**src/rtl/cpu_pkg.sv**
```systemverilog
// Shared RV32I types and constants for the pipeline: opcodes, control bundle and ALU op encoding.
package cpu_pkg;

  localparam int unsigned XLEN  = 32;
  localparam int unsigned NREGS = 32;

  localparam logic [6:0] OP       = 7'b0110011;
  localparam logic [6:0] OP_IMM   = 7'b0010011;
  localparam logic [6:0] LOAD     = 7'b0000011;
  localparam logic [6:0] STORE    = 7'b0100011;
  localparam logic [6:0] BRANCH   = 7'b1100011;
  localparam logic [6:0] JAL      = 7'b1101111;
  localparam logic [6:0] JALR     = 7'b1100111;
  localparam logic [6:0] LUI      = 7'b0110111;
  localparam logic [6:0] AUIPC    = 7'b0010111;
  localparam logic [6:0] MISC_MEM = 7'b0001111;
  localparam logic [6:0] SYSTEM   = 7'b1110011;

  localparam logic [XLEN-1:0] NOP = 32'h0000_0013;

  typedef enum logic [3:0] {
    AluAdd, AluSub, AluSll, AluSlt, AluSltu, AluXor, AluSrl, AluSra, AluOr, AluAnd
  } alu_op_t;

  typedef struct packed {
    alu_op_t alu_op;
    logic    alu_src_imm;
    logic    mem_read;
    logic    mem_write;
    logic    reg_write;
    logic    branch;
    logic    jump;
    logic    jalr;
    logic    lui;
    logic    auipc;
  } ctrl_t;

  // funct7[5] selects SUB only for register-register ops; SRA/SRL for both forms.
  function automatic alu_op_t alu_decode(input logic [2:0] f3, input logic f7b5,
                                         input logic is_reg);
    alu_op_t op;
    op = AluAdd;
    case (f3)
      3'b000:  op = (is_reg && f7b5) ? AluSub : AluAdd;
      3'b001:  op = AluSll;
      3'b010:  op = AluSlt;
      3'b011:  op = AluSltu;
      3'b100:  op = AluXor;
      3'b101:  op = f7b5 ? AluSra : AluSrl;
      3'b110:  op = AluOr;
      default: op = AluAnd;
    endcase
    return op;
  endfunction

endpackage

```
**src/rtl/id_stage_if.sv**
```systemverilog
// IF/EX/WB-facing signal bundle of the decode stage.
interface id_stage_if;
  import cpu_pkg::*;

  logic            if_valid;
  logic [XLEN-1:0] if_pc;
  logic [XLEN-1:0] if_instr;
  logic            is_flush;
  logic            ex_mem_read;
  logic [4:0]      ex_rd;
  logic            wb_we;
  logic [4:0]      wb_rd;
  logic [XLEN-1:0] wb_data;

  logic            is_stall;
  logic            id_valid;
  logic [XLEN-1:0] id_pc;
  logic [4:0]      rs1;
  logic [4:0]      rs2;
  logic [4:0]      rd;
  logic [XLEN-1:0] rs1_data;
  logic [XLEN-1:0] rs2_data;
  logic [XLEN-1:0] imm;
  logic [2:0]      funct3;
  logic            funct7_b5;
  ctrl_t           ctrl;
  logic            is_illegal;

  modport master (
    output if_valid, if_pc, if_instr, is_flush, ex_mem_read, ex_rd, wb_we, wb_rd, wb_data,
    input  is_stall, id_valid, id_pc, rs1, rs2, rd, rs1_data, rs2_data, imm, funct3,
           funct7_b5, ctrl, is_illegal
  );

  modport slave (
    input  if_valid, if_pc, if_instr, is_flush, ex_mem_read, ex_rd, wb_we, wb_rd, wb_data,
    output is_stall, id_valid, id_pc, rs1, rs2, rd, rs1_data, rs2_data, imm, funct3,
           funct7_b5, ctrl, is_illegal
  );
endinterface

```
**src/rtl/reg_file.sv**
```systemverilog
// 32x32 architectural register file: one write port, two write-through read ports, x0 hardwired.
module reg_file
  import cpu_pkg::*;
(
  input  logic            clk,
  input  logic            reset,
  input  logic            we,
  input  logic [4:0]      waddr,
  input  logic [XLEN-1:0] wdata,
  input  logic [4:0]      raddr1,
  input  logic [4:0]      raddr2,
  output logic [XLEN-1:0] rdata1,
  output logic [XLEN-1:0] rdata2
);

  logic [XLEN-1:0] regs_q [NREGS];
  logic            wr_en;

  assign wr_en = we && (waddr != 5'd0);

  always_ff @(posedge clk or negedge reset) begin
    if (!reset) begin
      regs_q <= '{default: '0};
    end else if (wr_en) begin
      regs_q[waddr] <= wdata;
    end
  end

  // Bypass the WB write so decode sees it without an extra cycle.
  always_comb begin
    rdata1 = '0;
    rdata2 = '0;
    if (raddr1 != 5'd0) rdata1 = (wr_en && waddr == raddr1) ? wdata : regs_q[raddr1];
    if (raddr2 != 5'd0) rdata2 = (wr_en && waddr == raddr2) ? wdata : regs_q[raddr2];
  end

endmodule

```
**src/rtl/id_stage.sv**
```systemverilog
// RV32I decode stage: IF/ID register, instruction decode, load-use hazard detection and
// register-file read.
module id_stage
  import cpu_pkg::*;
(
  input  logic       clk,
  input  logic       reset,
  id_stage_if.slave  bus
);

  logic            valid_q, valid_d;
  logic [XLEN-1:0] pc_q, pc_d;
  logic [XLEN-1:0] instr_q, instr_d;

  logic [6:0]      opcode;
  ctrl_t           dec;
  logic            legal;
  logic [XLEN-1:0] imm_dec;

  always_ff @(posedge clk or negedge reset) begin
    if (!reset) begin
      valid_q <= 1'b0;
      pc_q    <= '0;
      instr_q <= NOP;
    end else begin
      valid_q <= valid_d;
      pc_q    <= pc_d;
      instr_q <= instr_d;
    end
  end

  always_comb begin
    valid_d = valid_q;
    pc_d    = pc_q;
    instr_d = instr_q;
    if (bus.is_flush) begin
      valid_d = 1'b0;
      instr_d = NOP;
    end else if (!bus.is_stall) begin
      valid_d = bus.if_valid;
      pc_d    = bus.if_pc;
      instr_d = bus.if_instr;
    end
  end

  assign opcode        = instr_q[6:0];
  assign bus.rs1       = instr_q[19:15];
  assign bus.rs2       = instr_q[24:20];
  assign bus.rd        = instr_q[11:7];
  assign bus.funct3    = instr_q[14:12];
  assign bus.funct7_b5 = instr_q[30];
  assign bus.id_pc     = pc_q;
  assign bus.imm       = imm_dec;

  always_comb begin
    dec        = '0;
    dec.alu_op = AluAdd;
    legal      = 1'b1;
    imm_dec    = '0;
    case (opcode)
      OP: begin
        dec.reg_write = 1'b1;
        dec.alu_op    = alu_decode(instr_q[14:12], instr_q[30], 1'b1);
      end
      OP_IMM: begin
        dec.reg_write   = 1'b1;
        dec.alu_src_imm = 1'b1;
        dec.alu_op      = alu_decode(instr_q[14:12], instr_q[30], 1'b0);
        imm_dec         = {{20{instr_q[31]}}, instr_q[31:20]};
      end
      LOAD: begin
        dec.reg_write   = 1'b1;
        dec.mem_read    = 1'b1;
        dec.alu_src_imm = 1'b1;
        imm_dec         = {{20{instr_q[31]}}, instr_q[31:20]};
      end
      STORE: begin
        dec.mem_write   = 1'b1;
        dec.alu_src_imm = 1'b1;
        imm_dec         = {{20{instr_q[31]}}, instr_q[31:25], instr_q[11:7]};
      end
      BRANCH: begin
        dec.branch = 1'b1;
        dec.alu_op = AluSub;
        imm_dec    = {{19{instr_q[31]}}, instr_q[31], instr_q[7], instr_q[30:25],
                      instr_q[11:8], 1'b0};
      end
      JAL: begin
        dec.jump      = 1'b1;
        dec.reg_write = 1'b1;
        imm_dec       = {{11{instr_q[31]}}, instr_q[31], instr_q[19:12], instr_q[20],
                         instr_q[30:21], 1'b0};
      end
      JALR: begin
        dec.jump        = 1'b1;
        dec.jalr        = 1'b1;
        dec.reg_write   = 1'b1;
        dec.alu_src_imm = 1'b1;
        imm_dec         = {{20{instr_q[31]}}, instr_q[31:20]};
      end
      LUI: begin
        dec.lui         = 1'b1;
        dec.reg_write   = 1'b1;
        dec.alu_src_imm = 1'b1;
        imm_dec         = {instr_q[31:12], 12'b0};
      end
      AUIPC: begin
        dec.auipc       = 1'b1;
        dec.reg_write   = 1'b1;
        dec.alu_src_imm = 1'b1;
        imm_dec         = {instr_q[31:12], 12'b0};
      end
      MISC_MEM, SYSTEM: ; // legal, but no datapath side effects at this stage
      default: legal = 1'b0;
    endcase
  end

  // rs2 is compared even for formats without it; a spurious stall only costs a cycle.
  assign bus.is_stall = valid_q && bus.ex_mem_read && (bus.ex_rd != 5'd0) &&
                        ((bus.ex_rd == bus.rs1) || (bus.ex_rd == bus.rs2));

  assign bus.id_valid   = valid_q && !bus.is_stall;
  assign bus.is_illegal = bus.id_valid && !legal;
  assign bus.ctrl       = (bus.id_valid && legal) ? dec : '0;

  reg_file u_reg_file (
    .clk    (clk),
    .reset  (reset),
    .we     (bus.wb_we),
    .waddr  (bus.wb_rd),
    .wdata  (bus.wb_data),
    .raddr1 (bus.rs1),
    .raddr2 (bus.rs2),
    .rdata1 (bus.rs1_data),
    .rdata2 (bus.rs2_data)
  );

endmodule

```
**src/flat_wrapper.sv**
```systemverilog
// flat-port wrapper written by rule: the top's interface ports become plain ports
module id_stage_flat import cpu_pkg::*;
  (clk, reset, bus_if_valid, bus_if_pc, bus_if_instr, bus_is_flush, bus_ex_mem_read, bus_ex_rd, bus_wb_we, bus_wb_rd, bus_wb_data, bus_is_stall, bus_id_valid, bus_id_pc, bus_rs1, bus_rs2, bus_rd, bus_rs1_data, bus_rs2_data, bus_imm, bus_funct3, bus_funct7_b5, bus_ctrl, bus_is_illegal);
  id_stage_if bus_i ();
  input  logic clk;
  input  logic reset;
  input wire logic [$bits(bus_i.if_valid)-1:0] bus_if_valid;
  input wire logic [$bits(bus_i.if_pc)-1:0] bus_if_pc;
  input wire logic [$bits(bus_i.if_instr)-1:0] bus_if_instr;
  input wire logic [$bits(bus_i.is_flush)-1:0] bus_is_flush;
  input wire logic [$bits(bus_i.ex_mem_read)-1:0] bus_ex_mem_read;
  input wire logic [$bits(bus_i.ex_rd)-1:0] bus_ex_rd;
  input wire logic [$bits(bus_i.wb_we)-1:0] bus_wb_we;
  input wire logic [$bits(bus_i.wb_rd)-1:0] bus_wb_rd;
  input wire logic [$bits(bus_i.wb_data)-1:0] bus_wb_data;
  output wire logic [$bits(bus_i.is_stall)-1:0] bus_is_stall;
  output wire logic [$bits(bus_i.id_valid)-1:0] bus_id_valid;
  output wire logic [$bits(bus_i.id_pc)-1:0] bus_id_pc;
  output wire logic [$bits(bus_i.rs1)-1:0] bus_rs1;
  output wire logic [$bits(bus_i.rs2)-1:0] bus_rs2;
  output wire logic [$bits(bus_i.rd)-1:0] bus_rd;
  output wire logic [$bits(bus_i.rs1_data)-1:0] bus_rs1_data;
  output wire logic [$bits(bus_i.rs2_data)-1:0] bus_rs2_data;
  output wire logic [$bits(bus_i.imm)-1:0] bus_imm;
  output wire logic [$bits(bus_i.funct3)-1:0] bus_funct3;
  output wire logic [$bits(bus_i.funct7_b5)-1:0] bus_funct7_b5;
  output wire logic [$bits(bus_i.ctrl)-1:0] bus_ctrl;
  output wire logic [$bits(bus_i.is_illegal)-1:0] bus_is_illegal;
  assign bus_i.if_valid = bus_if_valid;
  assign bus_i.if_pc = bus_if_pc;
  assign bus_i.if_instr = bus_if_instr;
  assign bus_i.is_flush = bus_is_flush;
  assign bus_i.ex_mem_read = bus_ex_mem_read;
  assign bus_i.ex_rd = bus_ex_rd;
  assign bus_i.wb_we = bus_wb_we;
  assign bus_i.wb_rd = bus_wb_rd;
  assign bus_i.wb_data = bus_wb_data;
  assign bus_is_stall = bus_i.is_stall;
  assign bus_id_valid = bus_i.id_valid;
  assign bus_id_pc = bus_i.id_pc;
  assign bus_rs1 = bus_i.rs1;
  assign bus_rs2 = bus_i.rs2;
  assign bus_rd = bus_i.rd;
  assign bus_rs1_data = bus_i.rs1_data;
  assign bus_rs2_data = bus_i.rs2_data;
  assign bus_imm = bus_i.imm;
  assign bus_funct3 = bus_i.funct3;
  assign bus_funct7_b5 = bus_i.funct7_b5;
  assign bus_ctrl = bus_i.ctrl;
  assign bus_is_illegal = bus_i.is_illegal;
  id_stage u_core (.clk(clk), .reset(reset), .bus(bus_i));
endmodule
```
**config.mk**
```make
export PLATFORM = sky130hd
export DESIGN_NAME = id_stage_flat
export DESIGN_NICKNAME = d
export VERILOG_FILES = /design/src/rtl/cpu_pkg.sv /design/src/rtl/id_stage_if.sv /design/src/rtl/reg_file.sv /design/src/rtl/id_stage.sv /design/src/flat_wrapper.sv
export SDC_FILE = /design/constraint.sdc
export NUM_CORES = 2
export LEC_CHECK = 0
export BUFFER_PORTS_ARGS = -buffer_cell sky130_fd_sc_hd__buf_2
export CAP_MARGIN = 20
export CORE_MARGIN = 2
export CORE_UTILIZATION = 55
export CTS_CLUSTER_SIZE = 24
export DETAILED_ROUTE_END_ITERATION = 8
export PLACE_DENSITY = 0.73
export SLEW_MARGIN = 20
export SYNTH_ARGS = -nofsm -noshare
export SYNTH_HDL_FRONTEND = slang
export SYNTH_SLANG_ARGS = --single-unit
```
**constraint.sdc**
```tcl
create_clock -name clk -period 2.6 [get_ports clk]
set_clock_uncertainty 0.05 [all_clocks]
set_input_delay 0.26 -clock clk [delete_from_list [all_inputs] [get_ports clk]]
set_output_delay 0.26 -clock clk [all_outputs]
set_load 0.02 [all_outputs]
```
==> run summary <==
Clock tree synthesis found a total of 1089 sinks. The most common cell after layout, fill and taps aside was dfrtp_1. The number of port buffers works out to 274. Together, buffers and inverters on the worst path number 5.

The count of endpoints failing hold in the final timing report came out at 0. The logs give 0.0005304 V for the worst IR drop on VDD and 6746 for the number of filler instances in the final layout. The fraction of synthesis flops using an asynchronous set or reset pin came out at 1.000.

Setup violations remaining at the end of the flow were counted as 83. A synthesized cell averages 13.21 um2. The overall die width is 331.3 um, and the area enclosed by the die boundary is 0.1097 mm2. The delay of the slowest cell on the worst path came out at 0.57 ns. The run gives 52.00 mW as the total power. The layout cell share with drive strength beyond 1 was 0.5318; the transition time at the pin with the least slew margin was 0.7863 ns.

The analysis attributes to cell leakage a power of 32.22 nW. The top cell types in the final layout, fill and taps aside, are dfrtp_1 (1073), mux2_2 (995), mux2i_1 (480). The run gives 291.6 MHz as the highest clock frequency the design can meet. The post-detailed-route wirelength per cell was 33.42 um. STA classifies the critical path endpoint as a primary output. The number of rows in the core area came out at 120. STA classifies the critical path startpoint as a register. The synthesized net count is 4572. In the synthesized netlist the dominant register cell turns out to be dfrtp_1.

The number of enable-type register cells in the synthesized netlist was 0; the peak fanout along the critical path was 7. STA puts the critical path data required time at 2.29 ns. The logs give 0 for the number of pins with negative max-slew slack in the final report and 0.5526 for the initial cell density of the core. The sequential-to-total area share from yosys stat is 0.4627. TritonCTS built the clock tree. The tools report the number of buffers inserted during clock tree synthesis as 113.

The worst hold-check path type is primary input to async pin. Walking the worst path, the cells encountered are buf_6, or3b_4, buf_12, buf_12, nor2_1, or4_1, a21oi_2, o31ai_2, buf_4, buf_6. The count of nets left with antenna violations after detail routing is 0. The clock-pin slew of the registers on the worst-case setup and hold paths is 0.07 ns, and the number of design-rule violations left by the first detailed-router iteration is 5960. The core region is 0.1066 mm2.

In this run the power density over the cells is 693.8 mW/mm2. The checks that failed: negative setup slack. The first global-routing pass estimated 308.1 mm of wire.

The tools report the total DRC errors in the routed layout as 0. The final critical-path required period works out to 3.430 ns. The run gives 275 as the total I/O pin count.

The number of cells traversed by the worst register-to-register path is 9, and the die span in y is 331.3 um. The flow ran to the end, but the final reports show violations. In this design, the largest share of critical-path delay is due to buffers and inverters. Layout overhead on the synthesized area: 27.23%. The tools report the reported max-cap violation count as 0. The first detailed-routing pass ran for 5 iterations. The tools report the via count of the first global-routing pass as 45672. The run gives -0.02 ns as the reg2reg setup slack.

Once placement finished, the instance area stood at 0.06502 mm2. Summed over all layers, the global routing overflow is 0. The tightest slew margin relative to the limit was 0.4747; the total placed cells including tap cells was 6115. Final worst slack: -0.8299 ns.

The tools report the count of mapped cells out of synthesis as 4460. In this run the critical register-to-register path is captured at u_core.instr_q[20]$_DFFE_PN0P_. The number of distinct library cells after synthesis is 65, and the wire length after detailed routing is 219.1 mm. In this run the critical register-to-register path is launched from u_core.instr_q[17]$_DFFE_PN0P_. Setup repair after global routing could not meet its margin everywhere.

The overall fraction of global-route tracks in use is 0.3768. For this design, the slowest cell found on the critical path is dfrtp_4. The ratio of final minimum period to clock period is 1.319.

After synthesis the netlist holds a flip-flop and latch count of 1089. The clock tree synthesis step divided the H-tree into 3 levels. Entering global routing, the biggest net connects 115 pins. The critical path is of the register to primary output type. The cell area that synthesis handed to floorplanning was 0.05891 mm2.

The number of antenna violations at the first check in global routing was 8. The average via count per standard cell is 7.063. The tools report the root buffer cell as clkbuf_16. For the area of all placed cells without fillers, the log shows 0.07495 mm2. The summed negative setup slack over all endpoints was -56.05 ns; the placed wire-length estimate was 131.1 mm. The run gives 46299 as the total number of vias. The non-filler instance count after layout is 6555, and the number of nets in the finished design is 5172.

The run gives 3.12 ns as the arrival time at the worst endpoint. For the clock latency of the later-clocked register in the worst-skew pair, the log shows 0.72 ns. Number of warnings printed during yosys synthesis: 0.

The longest clock path from root to sink contains 3 buffers. For the final weighted congestion in routability-driven placement, the log shows 0.9420.
==> sequential cells by signal, indices dropped and copies added (netlist names) <==
signal                    cells
u_core.bus.id_pc             32
u_core.valid_q                1
u_core.u_reg_file.regs_q   1024
u_core.instr_q               32
==> routing by layer <==
layer | part of all wire | global-route usage | up-vias
li1 | - | - | 18082
met1 | 0.37 | 0.5012 | 23872
met2 | 0.44 | 0.5667 | 3386
met3 | 0.12 | 0.1084 | 951
met4 | 0.066 | 0.1899 | 8
met5 | 0.00024 | 0.004342 | -
==> power breakdown <==
group,internal (mW),switching [mW]
registers,20.1,2.65
clock network,9.91,7.10
logic,6.63,5.65
total,36.6,15.4
==> per-stage QoR <==
step                      hold slack [ns]    util  worst slack, ns
final                             0.02656  0.7031          -0.8299
after global routing              0.04786  0.7030          -0.8563
after CTS                        0.006335  0.6779          -0.7887
after detailed placement           0.1725  0.6099          -0.4165
after global placement             0.1673  0.6099          -0.3611
after floorplan                  -0.08559       -           0.1551
==> what timing repair did <==
| item | CTS | global route |
|---|---|---|
| gates resized for setup | 372 | 358 |
| pin swaps | 72 | 93 |
| buffers inserted | 75 | 74 |
| endpoints found under the setup margin | 116 | 116 |
| hold buffers | 67 | 0 |
| gates cloned | 14 | 15 |
| endpoints found under the hold margin | 641 | 0 |
==> worst reg2reg max path, stage by stage (launching register included) <==
cell,delay (ns)
dfrtp_4,0.52
buf_8,0.18
buf_4,0.19
xnor2_2,0.16
nand3_2,0.10
buf_4,0.14
o22ai_2,0.26
buf_4,0.22
nand3_1,0.09
a21oi_1,0.54
==> logic make-up after synthesis <==
logic type | share of synthesized area
buf+inv | 0.04452
mux | 0.3818
flops | 0.4627
xor+xnor | 0.002974
simple gates | 0.03717
compound gates | 0.07088
==> layout make-up <==
type | count | area (um2) | area share
sequential | 1089 | 27290 | 0.3641
antenna | 2 | 5.005 | 0.00006678
clock inverter | 31 | 422.9 | 0.005643
inverter | 2 | 7.507 | 0.0001002
multi-input combinational | 2865 | 31670 | 0.4226
timing repair buffer | 989 | 10400 | 0.1388
clock buffer | 174 | 3392 | 0.04526
tap | 1403 | 1755 | 0.02342
==> worst max path at each step <==
| stage | startpoint | to | slack (ns) | depth (start not counted) |
|---|---|---|---|---|
| final | u_core.instr_q[15]$_DFFE_PN0P_ | bus_rs1_data[14] | -0.83 | 10 |
| after global routing | u_core.instr_q[20]$_DFFE_PN0P_ | bus_rs2_data[11] | -0.86 | 10 |
| after CTS | u_core.instr_q[15]$_DFFE_PN0P_ | bus_rs1_data[14] | -0.79 | 9 |
| after detailed placement | bus_wb_rd[2] | bus_rs2_data[13] | -0.42 | 10 |
| after global placement | u_core.instr_q[21]$_DFFE_PN0P_ | bus_rs2_data[25] | -0.36 | 8 |
| after floorplan | u_core.instr_q[22]$_DFFE_PN0P_ | bus_rs2_data[21] | 0.16 | 7 |
==> synthesized netlist by cell type (all sizes together) (12+ instances only) <==
library cell | instances | area (um2)
dfrtp | 1086 | 27180
mux2 | 1039 | 11700
mux2i | 502 | 5025
buf | 299 | 1842
mux4 | 256 | 5766
clkbuf | 206 | 773.2
nor2 | 143 | 549.3
o22ai | 127 | 794.5
nand2 | 121 | 454.2
o21ai | 93 | 465.5
a221oi | 71 | 671.9
a21oi | 66 | 334.1
nand3 | 56 | 285.3
a21o | 37 | 277.8
a22o | 37 | 324.1
nor3 | 35 | 180.2
a22oi | 28 | 210.2
o31ai | 25 | 215.2
nor4 | 20 | 125.1
o221ai | 20 | 175.2
xnor2 | 20 | 175.2
a31oi | 18 | 112.6
or4 | 16 | 120.1
a2111oi | 12 | 110.1
o2111ai | 12 | 105.1
or3 | 12 | 85.08
No activity file was read; power rests on OpenSTA's default activity.
